`config.mk`:
```
export PLATFORM = sky130hd
export DESIGN_NAME = bcd_increment_sequencer
export DESIGN_NICKNAME = d
export VERILOG_FILES = /design/src/rtl/bcd_increment_sequencer.sv
export SDC_FILE = /design/constraint.sdc
export NUM_CORES = 1
export LEC_CHECK = 0
export BUFFER_PORTS_ARGS = -buffer_cell sky130_fd_sc_hd__buf_4
export CAP_MARGIN = 0
export CORE_UTILIZATION = 60
export CTS_BUF_LIST = sky130_fd_sc_hd__clkbuf_4
export CTS_CLUSTER_SIZE = 20
export DETAILED_ROUTE_END_ITERATION = 8
export PLACE_DENSITY = 0.82
export SLEW_MARGIN = 25
export SYNTH_ARGS = -nofsm -noshare
export SYNTH_HDL_FRONTEND = slang
export SYNTH_SLANG_ARGS = --single-unit
```
`constraint.sdc`:
```
create_clock -name clk -period 6.3 [get_ports clk]
set_clock_uncertainty 0.2 [all_clocks]
set_input_delay 1.26 -clock clk [delete_from_list [all_inputs] [get_ports clk]]
set_output_delay 1.26 -clock clk [all_outputs]
set_load 0.01 [all_outputs]
```
`src/rtl/bcd_increment_sequencer.sv`:
```
// Multi-digit BCD counter: adds a per-digit mask to the count one digit per clock,
// LSD first, rippling the decimal carry, then pulses done (and overflow on wrap).
module bcd_increment_sequencer #(
    parameter int DIGITS = 6
) (
    input  logic                  clk,
    input  logic                  reset,
    input  logic                  start,
    input  logic [DIGITS-1:0]     sel,
    input  logic                  clear,
    output logic [4*DIGITS-1:0]   count_bcd,
    output logic                  busy,
    output logic                  done,
    output logic                  overflow
);
    localparam int IDX_W = (DIGITS > 1) ? $clog2(DIGITS) : 1;
    localparam logic [IDX_W-1:0] LAST_IDX = IDX_W'(DIGITS - 1);

    typedef enum logic [1:0] {
        IDLE = 2'd0,
        SCAN = 2'd1,
        DONE = 2'd2
    } state_t;

    state_t              state_reg, state_next;
    logic [IDX_W-1:0]    idx_reg, idx_next;
    logic                carry_reg, carry_next;
    logic [DIGITS-1:0]   pend_reg, pend_next;
    logic                ovf_flag_reg, ovf_flag_next;
    logic [4*DIGITS-1:0] count_reg, count_next;
    logic                busy_reg, done_reg, overflow_reg;

    logic [DIGITS-1:0]   digit_hit;
    logic [DIGITS-1:0]   digit_cout;
    logic                scan_cout;

    // One adder per digit; only the digit currently addressed by idx is written back.
    genvar gi;
    generate
        for (gi = 0; gi < DIGITS; gi++) begin : g_digit
            logic [4:0] sum;

            assign digit_hit[gi]  = (state_reg == SCAN) && (idx_reg == IDX_W'(gi));
            assign sum            = {1'b0, count_reg[4*gi +: 4]}
                                  + {4'd0, pend_reg[gi]}
                                  + {4'd0, carry_reg};
            assign digit_cout[gi] = (sum >= 5'd10);
            assign count_next[4*gi +: 4] = !digit_hit[gi]  ? count_reg[4*gi +: 4] :
                                           digit_cout[gi]  ? (sum[3:0] - 4'd10)   :
                                                             sum[3:0];
        end
    endgenerate

    assign scan_cout = |(digit_hit & digit_cout);

    always_comb begin
        state_next    = state_reg;
        idx_next      = idx_reg;
        carry_next    = carry_reg;
        pend_next     = pend_reg;
        ovf_flag_next = ovf_flag_reg;

        case (state_reg)
            IDLE: begin
                if (start) begin
                    pend_next  = sel;
                    carry_next = 1'b0;
                    idx_next   = '0;
                    state_next = SCAN;
                end
            end
            SCAN: begin
                carry_next = scan_cout;
                if (idx_reg == LAST_IDX) begin
                    ovf_flag_next = scan_cout;
                    state_next    = DONE;
                end else begin
                    idx_next = idx_reg + IDX_W'(1);
                end
            end
            DONE: begin
                state_next = IDLE;
            end
            default: begin
                state_next = IDLE;
            end
        endcase

        // Abort wins over everything, including a start sampled in the same cycle.
        if (clear) begin
            state_next = IDLE;
            idx_next   = '0;
            carry_next = 1'b0;
        end
    end

    always_ff @(posedge clk) begin
        if (reset) begin
            state_reg    <= IDLE;
            idx_reg      <= '0;
            carry_reg    <= 1'b0;
            pend_reg     <= '0;
            ovf_flag_reg <= 1'b0;
            count_reg    <= '0;
            busy_reg     <= 1'b0;
            done_reg     <= 1'b0;
            overflow_reg <= 1'b0;
        end else begin
            state_reg    <= state_next;
            idx_reg      <= idx_next;
            carry_reg    <= carry_next;
            pend_reg     <= pend_next;
            ovf_flag_reg <= ovf_flag_next;
            count_reg    <= clear ? '0 : count_next;
            // Status flags trail the state register by one clock, so done lands
            // after the DONE cycle and busy covers the whole scan plus done.
            busy_reg     <= !clear && (state_reg != IDLE);
            done_reg     <= !clear && (state_reg == DONE);
            overflow_reg <= !clear && (state_reg == DONE) && ovf_flag_reg;
        end
    end

    assign count_bcd = count_reg;
    assign busy      = busy_reg;
    assign done      = done_reg;
    assign overflow  = overflow_reg;

endmodule

```
==> run summary, run 1 <==
- 369 — fillcell total
- 40 — clock sinks
- 58.4% — worst slew margin relative to its limit
- 0.310 GHz — highest clock rate
- 0 — leftover overflow at the end of global routing
- 0.000108 W — power dissipated by switching net loads
- 0 — count of flip-flops with a built-in enable after synthesis
- 0 — # setup viols final
- 425 — final-stage net count
- sky130_fd_sc_hd__dfxtp_1 (28%), sky130_fd_sc_hd__ha_1 (7.4%), sky130_fd_sc_hd__a21oi_1 (5.4%) — Synth area leaders
- 36 — number of port buffers
- 71.3 um — die width
- 0 — post-CTS sizing
- 27.8% — register area share after synthesis
- 51.2% — crit share post-route
- 31 — maximum number of pins on one net before global-route repair
- 6.7% — combinational cell fraction of total power
- sky130_fd_sc_hd__inv_1 — most repeated library cell on the critical path
- 137 — violation count after the first detailed-routing iteration
- 3.22 ns — Final min period
- 6.31 ns — required time reported for the critical path endpoint
- 0 — initial antenna violation count
- 0 — Detail Route Antenna Nets
- 3.08 ns — worst reg-to-reg setup slack
- 3 — final routed DRC violation total
- 40 — number of flip-flops and latches in the synthesized netlist
- 64.4% — effective utilization at floorplan
- 0.00508 mm^2 — area of the die
- register — startpoint class of the critical path
- complete, but fails checks — run status
- 1.19 nW — P_leak
- 71.3 um — vertical die dimension
- 10.9% — Area growth, synth to finish
- 0.623 ns — pin slew with the least headroom to its limit
- 3.08 ns — final critical-path setup slack
- 11.1 mm — wire length of the first global-routing pass
- 0.000319 W — internal portion of total power
- met4 — top layer used by detailed routing
- 2696 — overall via count from detail_route
- 14.0% — fraction of final layout cells with drive strength greater than 1
- DRC — violations in the final reports
- built — clock tree from TritonCTS
- 2490 — vias in the first global route
- 0 — count of final hold-check violations
- 60 — count of different cell masters after synthesis
- inv_1 > fa_1 > inv_1 > ha_1 > xnor2_1 > ha_1 > inv_1 > a211oi_1 > o22ai_2 > a221oi_2 > a41oi_1 — Critical Path, Cell by Cell
- 3.11 mm — metal2 WL
- 0 — number of slew-limit violations in the final report
- 0 — max capacitance violation total
- false — setup repair after global routing missed its margin
- 6.06 — via-per-instance ratio
- sky130_fd_sc_hd__dfxtp_1 — commonest non-fill, non-tap cell in the layout
- 5 — number of buffers inserted during clock tree synthesis
- register to register — critical path type
- sky130_fd_sc_hd__fa_1 — Critical Path Slowest Stage Cell
- 3.00 mm — wl on met1
- 367 — gate count of the mapped netlist
- 6 — number of detailed-route iterations in the first pass
- sky130_fd_sc_hd__clkbuf_4 — clock tree root driver cell
- 2 — Longest Clk Path Bufs
- 134 mW/mm^2 — power density cells
- sky130_fd_sc_hd__dfxtp_1 — most used flip-flop cell after synthesis
- 25.4% — fraction of power spent switching nets
- 0 — warnings from Yosys
- 3.24 ns — Arr. time, crit path
- 0 ns — Total Neg Setup Slack
- 0.00288 mm^2 — synthesized area
- 0.00447 mm^2 — core area
- 0.13 ns — post-CTS clock slew at the launch and capture registers of the worst setup and hold paths
- 4.88 mm — post-detailed-placement half-perimeter wirelength
- 7.85 um^2 — mean cell area of the mapped netlist
- sky130_fd_sc_hd__dfxtp_1 — largest area contributor in the netlist
- 27.8% — area share of the largest cell type after synthesis
- 24 — Core Rows
- 27.1% — global routing usage summed across all routing layers
- register — CP Capture Type
- register to register — worst hold path class
- 14.7 um — routed length per placed instance
- 60.3% — register share of total power
- 0% — share of synthesized flip-flops with an asynchronous set or reset
- 0 — count of buffers added by post-CTS timing repair for setup
- 6.55 mm — final wirelength
- 0 — Antenna diodes
- 24 — flip-flop count of the largest register after layout
- 400 — synthesized netlist net count
- sky130_fd_sc_hd__dfxtp_1 (40), sky130_fd_sc_hd__buf_4 (37), sky130_fd_sc_hd__inv_1 (36), sky130_fd_sc_hd__nor2_1 (36), sky130_fd_sc_hd__a21oi_1 (31) — most frequent cells in the layout
- 0 — # hold bufs at CTS
- 0.46 ns — Critical Path Max Stage Delay
- 93.3 uV — largest voltage drop on the vdd net
- 33.0% — Clock power frac
- 309 um — metal3 WL
- 37 — I/O pin count
- 0.36 ns — insertion delay of the later-clocked pin in the worst-skew pair
- 7 — largest fanout on the critical path
- 3.14 ns — worst slack at placement
- 0.855 — Final Wtd Congestion
- 2 — count of H-tree levels built during CTS
## worst max-delay path, delay by kind of cell (launching register included)
family	cells	cell delay (ns)
AOI/OAI and AO/OA	4	0.97
adders and majority gates	3	1.01
buffers and inverters	3	0.36
xor gates and xnor gates	1	0.18
DFF	1	0.35
## cell families after synthesis
logic type	count (synthesis)	synth area share, %
simple gates	118	21.9
compound gates	112	25.9
mux	2	0.695
buf+inv	59	8.12
flops	40	27.8
fa+ha+maj	23	11.6
xor+xnor	13	3.95
## per-layer routing
| metal | vias up | GRT usage, % |
|---|---|---|
| li1 | 1354 | - |
| met1 | 1246 | 35.0 |
| met2 | 81 | 47.4 |
| met3 | 15 | 2.95 |
| met4 | 0 | 8.89 |
| met5 | - | 0 |
## per-stage QoR
stage                     instances  utilization (%)  instance area (um^2)  hold slack, ns  power (W)
after detailed placement        437             70.2                  3140           0.278   0.000292
final                           445             71.4                  3200           0.318   0.000427
after global routing            445             71.4                  3200           0.332   0.000438
after CTS                       445             71.4                  3200           0.313   0.000426
after floorplan                 367                -                  2880           0.230   0.000282
after global placement          437             70.2                  3140           0.265   0.000291
## worst paths after layout
kind	start	endpoint	cells past startpoint
setup / recovery	carry_reg$_SDFFE_PP0P_	ovf_flag_reg$_SDFFE_PP0P_	11
hold / removal	ovf_flag_reg$_SDFFE_PP0P_	overflow$_SDFF_PP0_	1
setup reg to reg	carry_reg$_SDFFE_PP0P_	ovf_flag_reg$_SDFFE_PP0P_	11
hold reg to reg	ovf_flag_reg$_SDFFE_PP0P_	overflow$_SDFF_PP0_	1
## cell usage after synthesis (all sizes together), types with 2 or more instances
master / instances
dfxtp: 40
inv: 39
nor2: 36
a21oi: 31
o21ai: 28
ha: 17
nand2: 16
nor3: 15
xnor2: 13
clkbuf: 11
a211oi: 9
buf: 8
and2: 7
nand3: 7
fa: 6
nand3b: 6
nor2b: 6
a31oi: 5
a21o: 4
nand2b: 4
o31ai: 4
a22o: 3
a311oi: 3
a31o: 3
nand4: 3
nor3b: 3
o211ai: 3
o22ai: 3
or2: 3
a211o: 2
a22oi: 2
a41oi: 2
and4bb: 2
mux2i: 2
nor4bb: 2
or3: 2
or3b: 2
## power by group through the flow
stage | registers (W) | logic [W] | clock network, W
final | 0.000258 | 0.0000287 | 0.000141
after global routing | 0.000258 | 0.0000324 | 0.000148
after detailed placement | 0.000263 | 0.0000285 | 0
after CTS | 0.000258 | 0.0000286 | 0.000140
after global placement | 0.000263 | 0.0000281 | 0
after floorplan | 0.000263 | 0.0000192 | 0
## cell type report
type / count / area [um^2] / share of cell area (%)
flip-flops and latches: 40 / 801 / 25.1
repair buffers: 37 / 278 / 8.69
well taps: 52 / 65.1 / 2.04
clock buffers: 7 / 52.6 / 1.64
clock inverters: 1 / 3.75 / 0.117
multi-input cells: 268 / 1850 / 57.8
inverters: 40 / 150 / 4.70
(Power assumes the default switching activity.)
==> inputs of run 2 (changes only) <==
clock period = 3.05 ns   (was 6.3 ns; I/O delays follow)
==> run 2 against run 1 <==
  * The flow still finishes with violations (DRC)
  * Count of clock-buffer cells in the layout fell by 2
  * Final cell count up 3.6%
  * Register-to-register slack lost 3.0 ns
  * Non-clock buffer count increased by 16
  * Global-route usage rose by 0.39 points
  * Critical endpoint is now carry_reg$_SDFFE_PP0P_
  * Largest power group unchanged
==> run summary, run 2 (synthesis gave the netlist of run 1 again) <==
- 0.03 ns — worst reg-to-reg setup slack, -3.05 ns
- 36 — number of port buffers, unchanged
- 0 — number of slew-limit violations in the final report, unchanged
- 71.3 um — die width, unchanged
- 18.4% — Area growth, synth to finish
- 2 — Longest Clk Path Bufs, unchanged
- 0.618 ns — pin slew with the least headroom to its limit, -0.00556 ns
- 0.000983 W — Tot Pwr, +130%
- 24 — Core Rows, unchanged
- register to register — critical path type
- built — clock tree from TritonCTS
- adder cells — gate family responsible for the most delay along the worst path
- 4.87 mm — post-detailed-placement half-perimeter wirelength, about the same
- 12 — number of cells on the worst reg-to-reg path, +1
- 27.5% — global routing usage summed across all routing layers, +0.39 points
- 40 — clock sinks, unchanged
- 71.3 um — vertical die dimension, unchanged
- register — startpoint class of the critical path
- 6.04 — via-per-instance ratio, -0.32%
- 0.16 ns — post-CTS clock slew at the launch and capture registers of the worst setup and hold paths, +0.03 ns
- 0 — Detail Route Antenna Nets, unchanged
- 0.00447 mm^2 — core area, unchanged
- 0 ns — Total Neg Setup Slack, unchanged
- 0.331 GHz — highest clock rate, +6.6%
- 0 — Antenna diodes, unchanged
- 0.867 — Final Wtd Congestion, +1.5%
- 3 — final routed DRC violation total, unchanged
- 3.07 ns — Arr. time, crit path, -0.17 ns
- 0 — # setup viols final, unchanged
- complete, but fails checks — run status
- 2508 — vias in the first global route, +0.72%
- 148 — violation count after the first detailed-routing iteration, +8.0%
- clkinvlp_4 > buf_4 > fa_2 > inv_1 > ha_1 > xnor2_2 > ha_2 > a21boi_0 > o31ai_1 > o2111ai_1 > o211a_1 > a41oi_1 — Critical Path, Cell by Cell
- 441 — final-stage net count, +3.8%
- 1.27 nW — P_leak, +6.5%
- sky130_fd_sc_hd__clkbuf_4 — clock tree root driver cell
- 15.4 um — routed length per placed instance, +4.9%
- 5 — number of buffers inserted during clock tree synthesis, unchanged
- 3 — sum of buffers and inverters on the critical path, unchanged
- 24 — flip-flop count of the largest register after layout, unchanged
- 3.02 ns — Final min period, -0.200 ns
- 15 — maximum number of pins on one net before global-route repair, -52%
- 0.00318 mm^2 — Placement Cell Area, +1.4%
- 208 uV — largest voltage drop on the vdd net, +120%
- DRC — violations in the final reports
- 7 — largest fanout on the critical path, unchanged
- 0.00508 mm^2 — area of the die, unchanged
- carry_reg$_SDFFE_PP0P_ — startpoint of the worst-slack reg-to-reg timing path
- 3.10 ns — required time reported for the critical path endpoint, -3.21 ns
- 58.7% — worst slew margin relative to its limit, +0.22 points
- 2784 — overall via count from detail_route, +3.3%
- input pin to register — worst hold path class
- 99.2% — crit share post-route, +48 points
- carry_reg$_SDFFE_PP0P_ — capture point of the worst reg-to-reg path
- 0.00341 mm^2 — total non-filler cell area in the finished layout, +6.7%
- sky130_fd_sc_hd__buf_4 — commonest non-fill, non-tap cell in the layout
- 0 — max capacitance violation total, unchanged
- 0.39 ns — insertion delay of the later-clocked pin in the worst-skew pair, +0.03 ns
- 0 — count of final hold-check violations, unchanged
- pend_reg[2]$_SDFFE_PP0P_ — end point of the most critical hold path
- 337 — fillcell total, -8.7%
- 37 — I/O pin count, unchanged
- 0 — initial antenna violation count, unchanged
- reset — launch instance of the worst min-delay path
- register — CP Capture Type
- 288 mW/mm^2 — power density cells, +120%
- sky130_fd_sc_hd__fa_2 — Critical Path Slowest Stage Cell
- 11.1 mm — wire length of the first global-routing pass, about the same
- 6 — number of detailed-route iterations in the first pass, unchanged
- 21.8% — fraction of final layout cells with drive strength greater than 1, +7.8 points
- sky130_fd_sc_hd__buf_4 (53), sky130_fd_sc_hd__dfxtp_1 (39), sky130_fd_sc_hd__nor2_1 (36) — most frequent cells in the layout
- 0 — leftover overflow at the end of global routing, unchanged
- 2 — count of H-tree levels built during CTS, unchanged
- 64.4% — effective utilization at floorplan, unchanged
- 0 — # hold bufs at CTS, unchanged
- 2 — number of cells on the worst hold path, +1
- 0.39 ns — Critical Path Max Stage Delay, -0.07 ns
- 7.12 mm — final wirelength, +8.6%
[run 2: stage by stage]
step | hold WS (ns) | utilization [%] | setup slack [ns] | instances
2_1_floorplan | 0.230 | - | 0.304 | 367
3_3_place_gp | 0.251 | 71.2 | 0.175 | 443
3_5_place_dp | 0.255 | 71.2 | 0.0714 | 443
4_1_cts | 0.237 | 73.0 | 0.0541 | 451
5_1_grt | 0.241 | 76.2 | -0.107 | 461
6_report | 0.235 | 76.2 | 0.0257 | 461
[run 2: power breakdown]
| group | total, W | internal (W) | switching [W] |
|---|---|---|---|
| clock | 0.000385 | 0.000175 | 0.000210 |
| sequential | 0.000532 | 0.000529 | 0.00000362 |
| combinational | 0.0000653 | 0.0000259 | 0.0000394 |
| total | 0.000983 | 0.000730 | 0.000253 |
[run 2: area by class of cell]
cell class	instances	area (um^2)	area share [%]
multi-input cells	268	1910	55.9
repair buffers	53	398	11.7
well taps	52	65.1	1.91
inverters	40	154	4.51
clock buffers	5	37.5	1.10
flip-flops and latches	40	802	23.5
clock inverters	3	46.3	1.36
[run 2: worst max path at each step]
| stage | slack, ns | cells after the start | from | endpoint |
|---|---|---|---|---|
| 2_1_floorplan | 0.30 | 11 | carry_reg$_SDFFE_PP0P_ | ovf_flag_reg$_SDFFE_PP0P_ |
| 3_3_place_gp | 0.18 | 11 | carry_reg$_SDFFE_PP0P_ | carry_reg$_SDFFE_PP0P_ |
| 3_5_place_dp | 0.07 | 11 | carry_reg$_SDFFE_PP0P_ | carry_reg$_SDFFE_PP0P_ |
| 4_1_cts | 0.05 | 11 | carry_reg$_SDFFE_PP0P_ | carry_reg$_SDFFE_PP0P_ |
| 5_1_grt | -0.11 | 12 | carry_reg$_SDFFE_PP0P_ | carry_reg$_SDFFE_PP0P_ |
| 6_report | 0.03 | 12 | carry_reg$_SDFFE_PP0P_ | carry_reg$_SDFFE_PP0P_ |
[run 2: layer usage]
layer  up-vias  global-route usage [%]  wire, um
li1       1381                       -         -
met1      1324                    34.5      3150
met2        62                    47.8      3580
met3        17                    4.50       242
met4         0                    9.78       136
met5         -                       0         0
[run 2: what timing repair did]
| item | in CTS | in global routing |
|---|---|---|
| endpoints found under the setup margin | 0 | 9 |
| buffers inserted | 0 | 10 |
| resized for setup | 0 | 19 |
[run 2: worst reg2reg max path, delay by kind of cell (launching register included)]
kind	cells	cell delay, ns
xor+xnor	1	0.15
fa+ha+maj	3	0.89
buf+inv	3	0.45
flops	1	0.37
compound gates	5	0.84
==> inputs of run 3 (changes only) <==
RECOVER_POWER = 100   (was unset)
SKIP_CTS_REPAIR_TIMING = 1   (was unset)
==> run 3 against run 2 <==
  * The run still ends with DRC left
  * Total power down 0.77%
  * Sequential power barely moved
  * Core utilization fell by 1.6 points
  * Flip-flop and latch count unchanged
  * Count of clock-buffer cells in the layout unchanged
==> run summary, run 3 (synthesis gave the netlist of run 1 again) <==
- complete, but fails checks — run status
- DRC — violations in the final reports
- 17.1% — fraction of final layout cells with drive strength greater than 1, -4.6 points
- 1.19 nW — P_leak, -6.4%
- 0.03 ns — worst reg-to-reg setup slack, about the same
- 7 — number of detailed-route iterations in the first pass, +1
- 2785 — overall via count from detail_route, +0.036%
- 15.9% — Area growth, synth to finish
- 37 — I/O pin count, unchanged
- 802 um^2 — flip-flop and latch area, unchanged
- 292 mW/mm^2 — power density cells, +1.3%
- 15 — maximum number of pins on one net before global-route repair, unchanged
- 0.755 ns — pin slew with the least headroom to its limit, +0.137 ns
- 5 — number of buffers inserted during clock tree synthesis, unchanged
- input pin to register — worst hold path class
- sky130_fd_sc_hd__clkbuf_4 — clock tree root driver cell
- 0 — max capacitance violation total, unchanged
- 24 — Core Rows, unchanged
- register — startpoint class of the critical path
- 24 — flip-flop count of the largest register after layout, unchanged
- 0 — count of final hold-check violations, unchanged
- 0 — # setup viols final, unchanged
- 0 — leftover overflow at the end of global routing, unchanged
- 4.87 mm — post-detailed-placement half-perimeter wirelength, unchanged
- 11.1 mm — wire length of the first global-routing pass, unchanged
- 0 — Antenna diodes, unchanged
- 359 — fillcell total, +6.5%
- carry_reg$_SDFFE_PP0P_ — capture point of the worst reg-to-reg path
- 2508 — vias in the first global route, unchanged
- 0 — number of slew-limit violations in the final report, unchanged
- 0.15 ns — post-CTS clock slew at the launch and capture registers of the worst setup and hold paths, about the same
- 49.7% — worst slew margin relative to its limit, -9.0 points
- 3.07 ns — Arr. time, crit path, about the same
- 0.331 GHz — highest clock rate, about the same
- 2 — count of H-tree levels built during CTS, unchanged
- 3 — final routed DRC violation total, unchanged
- 74.6% — post-layout utilization of the core, -1.6 points
- 71.3 um — vertical die dimension, unchanged
- 0.00508 mm^2 — area of the die, unchanged
- 0.867 — Final Wtd Congestion, unchanged
- 0.00191 mm^2 — area used by multi-input combinational logic, unchanged
- 36 — number of port buffers, unchanged
- 0.000975 W — Tot Pwr, -0.77%
- 12 — number of cells on the worst reg-to-reg path, unchanged
- 166 — violation count after the first detailed-routing iteration, +12%
- 0.00447 mm^2 — core area, unchanged
- register — CP Capture Type
- carry_reg$_SDFFE_PP0P_ — startpoint of the worst-slack reg-to-reg timing path
- 2 — Longest Clk Path Bufs, unchanged
- 6.04 — via-per-instance ratio, about the same
- 99.1% — crit share post-route, about the same
- 0 — Detail Route Antenna Nets, unchanged
- 27.5% — global routing usage summed across all routing layers, unchanged
- 40 — clock sinks, unchanged
- built — clock tree from TritonCTS
- 3.09 ns — required time reported for the critical path endpoint, about the same
- 64.4% — effective utilization at floorplan, unchanged
- 7 — largest fanout on the critical path, unchanged
- sky130_fd_sc_hd__dfxtp_1 — commonest non-fill, non-tap cell in the layout
- 71.3 um — die width, unchanged
- 441 — final-stage net count, unchanged
- carry_reg$_SDFFE_PP0P_ — CP endpoint
- 0 — initial antenna violation count, unchanged
- carry_reg$_SDFFE_PP0P_ — startpoint of the most critical setup path
- 7.09 mm — final wirelength, -0.42%
- 0.38 ns — insertion delay of the later-clocked pin in the worst-skew pair, about the same
- 208 uV — largest voltage drop on the vdd net, -0.12%
- 15.4 um — routed length per placed instance, -0.42%
- 3.02 ns — Final min period, -0.000803 ns
- register to register — critical path type
- sky130_fd_sc_hd__dfxtp_1 (39), sky130_fd_sc_hd__nor2_1 (36), sky130_fd_sc_hd__inv_1 (35) — most frequent cells in the layout
==> run 3: changes by cell type in the layout (fill, tap and decap cells not counted) <==
cell                       before  now
sky130_fd_sc_hd__buf_4         53   34
sky130_fd_sc_hd__and2_1         7    5
sky130_fd_sc_hd__clkbuf_1       0   19
sky130_fd_sc_hd__or2_0          1    2
sky130_fd_sc_hd__or2_1          2    1
sky130_fd_sc_hd__and2_0         0    2
==> run 3: routing by layer <==
layer / GRT usage, % / share of wire [%] / up-vias
li1: - / - / 1381
met1: 34.5 / 44 / 1323
met2: 47.8 / 51 / 65
met3: 4.50 / 3.6 / 16
met4: 9.78 / 1.8 / 0
met5: 0 / 0 / -
==> run 3: metrics by stage <==
step / hold WS, ns / instance area [um^2] / setup slack (ns) / setup TNS [ns] / instances
3_3_place_gp: 0.251 / 3180 / 0.175 / 0 / 443
3_5_place_dp: 0.255 / 3180 / 0.0714 / 0 / 443
6_report: 0.258 / 3340 / 0.0265 / 0 / 461
5_1_grt: 0.265 / 3340 / -0.107 / -0.172 / 461
4_1_cts: 0.237 / 3270 / 0.0541 / 0 / 451
2_1_floorplan: 0.230 / 2880 / 0.304 / 0 / 367
==> run 3: cell type report <==
class	instances	share of cell area (%)
clock buffers	5	1.12
inverters	40	4.61
clock inverters	3	1.39
well taps	52	1.95
flip-flops and latches	40	24.0
repair buffers	53	9.78
multi-input cells	268	57.1
==> run 3: worst max-delay path, cell delays in order (launching register included) <==
cell	delay [ns]
sky130_fd_sc_hd__dfxtp_2	0.37
sky130_fd_sc_hd__clkinvlp_4	0.18
sky130_fd_sc_hd__buf_4	0.19
sky130_fd_sc_hd__fa_2	0.39
sky130_fd_sc_hd__inv_1	0.08
sky130_fd_sc_hd__ha_1	0.22
sky130_fd_sc_hd__xnor2_2	0.15
sky130_fd_sc_hd__ha_2	0.28
sky130_fd_sc_hd__a21boi_0	0.28
sky130_fd_sc_hd__o31ai_1	0.13
sky130_fd_sc_hd__o2111ai_1	0.14
sky130_fd_sc_hd__o211a_1	0.19
sky130_fd_sc_hd__a41oi_1	0.11
==> run 3: power by group <==
| part | internal (W) | switching [W] | total [W] |
|---|---|---|---|
| Combinational | 0.0000242 | 0.0000390 | 0.0000632 |
| Sequential | 0.000529 | 0.00000363 | 0.000532 |
| Clock | 0.000175 | 0.000205 | 0.000380 |
| Total | 0.000728 | 0.000247 | 0.000975 |
==> run 3: worst min-delay path by stage <==
stage | start | endpoint | slack [ns] | cells past startpoint
2_1_floorplan | ovf_flag_reg$_SDFFE_PP0P_ | overflow$_SDFF_PP0_ | 0.23 | 1
3_3_place_gp | ovf_flag_reg$_SDFFE_PP0P_ | overflow$_SDFF_PP0_ | 0.25 | 1
3_5_place_dp | ovf_flag_reg$_SDFFE_PP0P_ | overflow$_SDFF_PP0_ | 0.26 | 1
4_1_cts | reset | pend_reg[2]$_SDFFE_PP0P_ | 0.24 | 2
5_1_grt | sel[4] | pend_reg[4]$_SDFFE_PP0P_ | 0.26 | 3
6_report | sel[2] | pend_reg[2]$_SDFFE_PP0P_ | 0.26 | 3
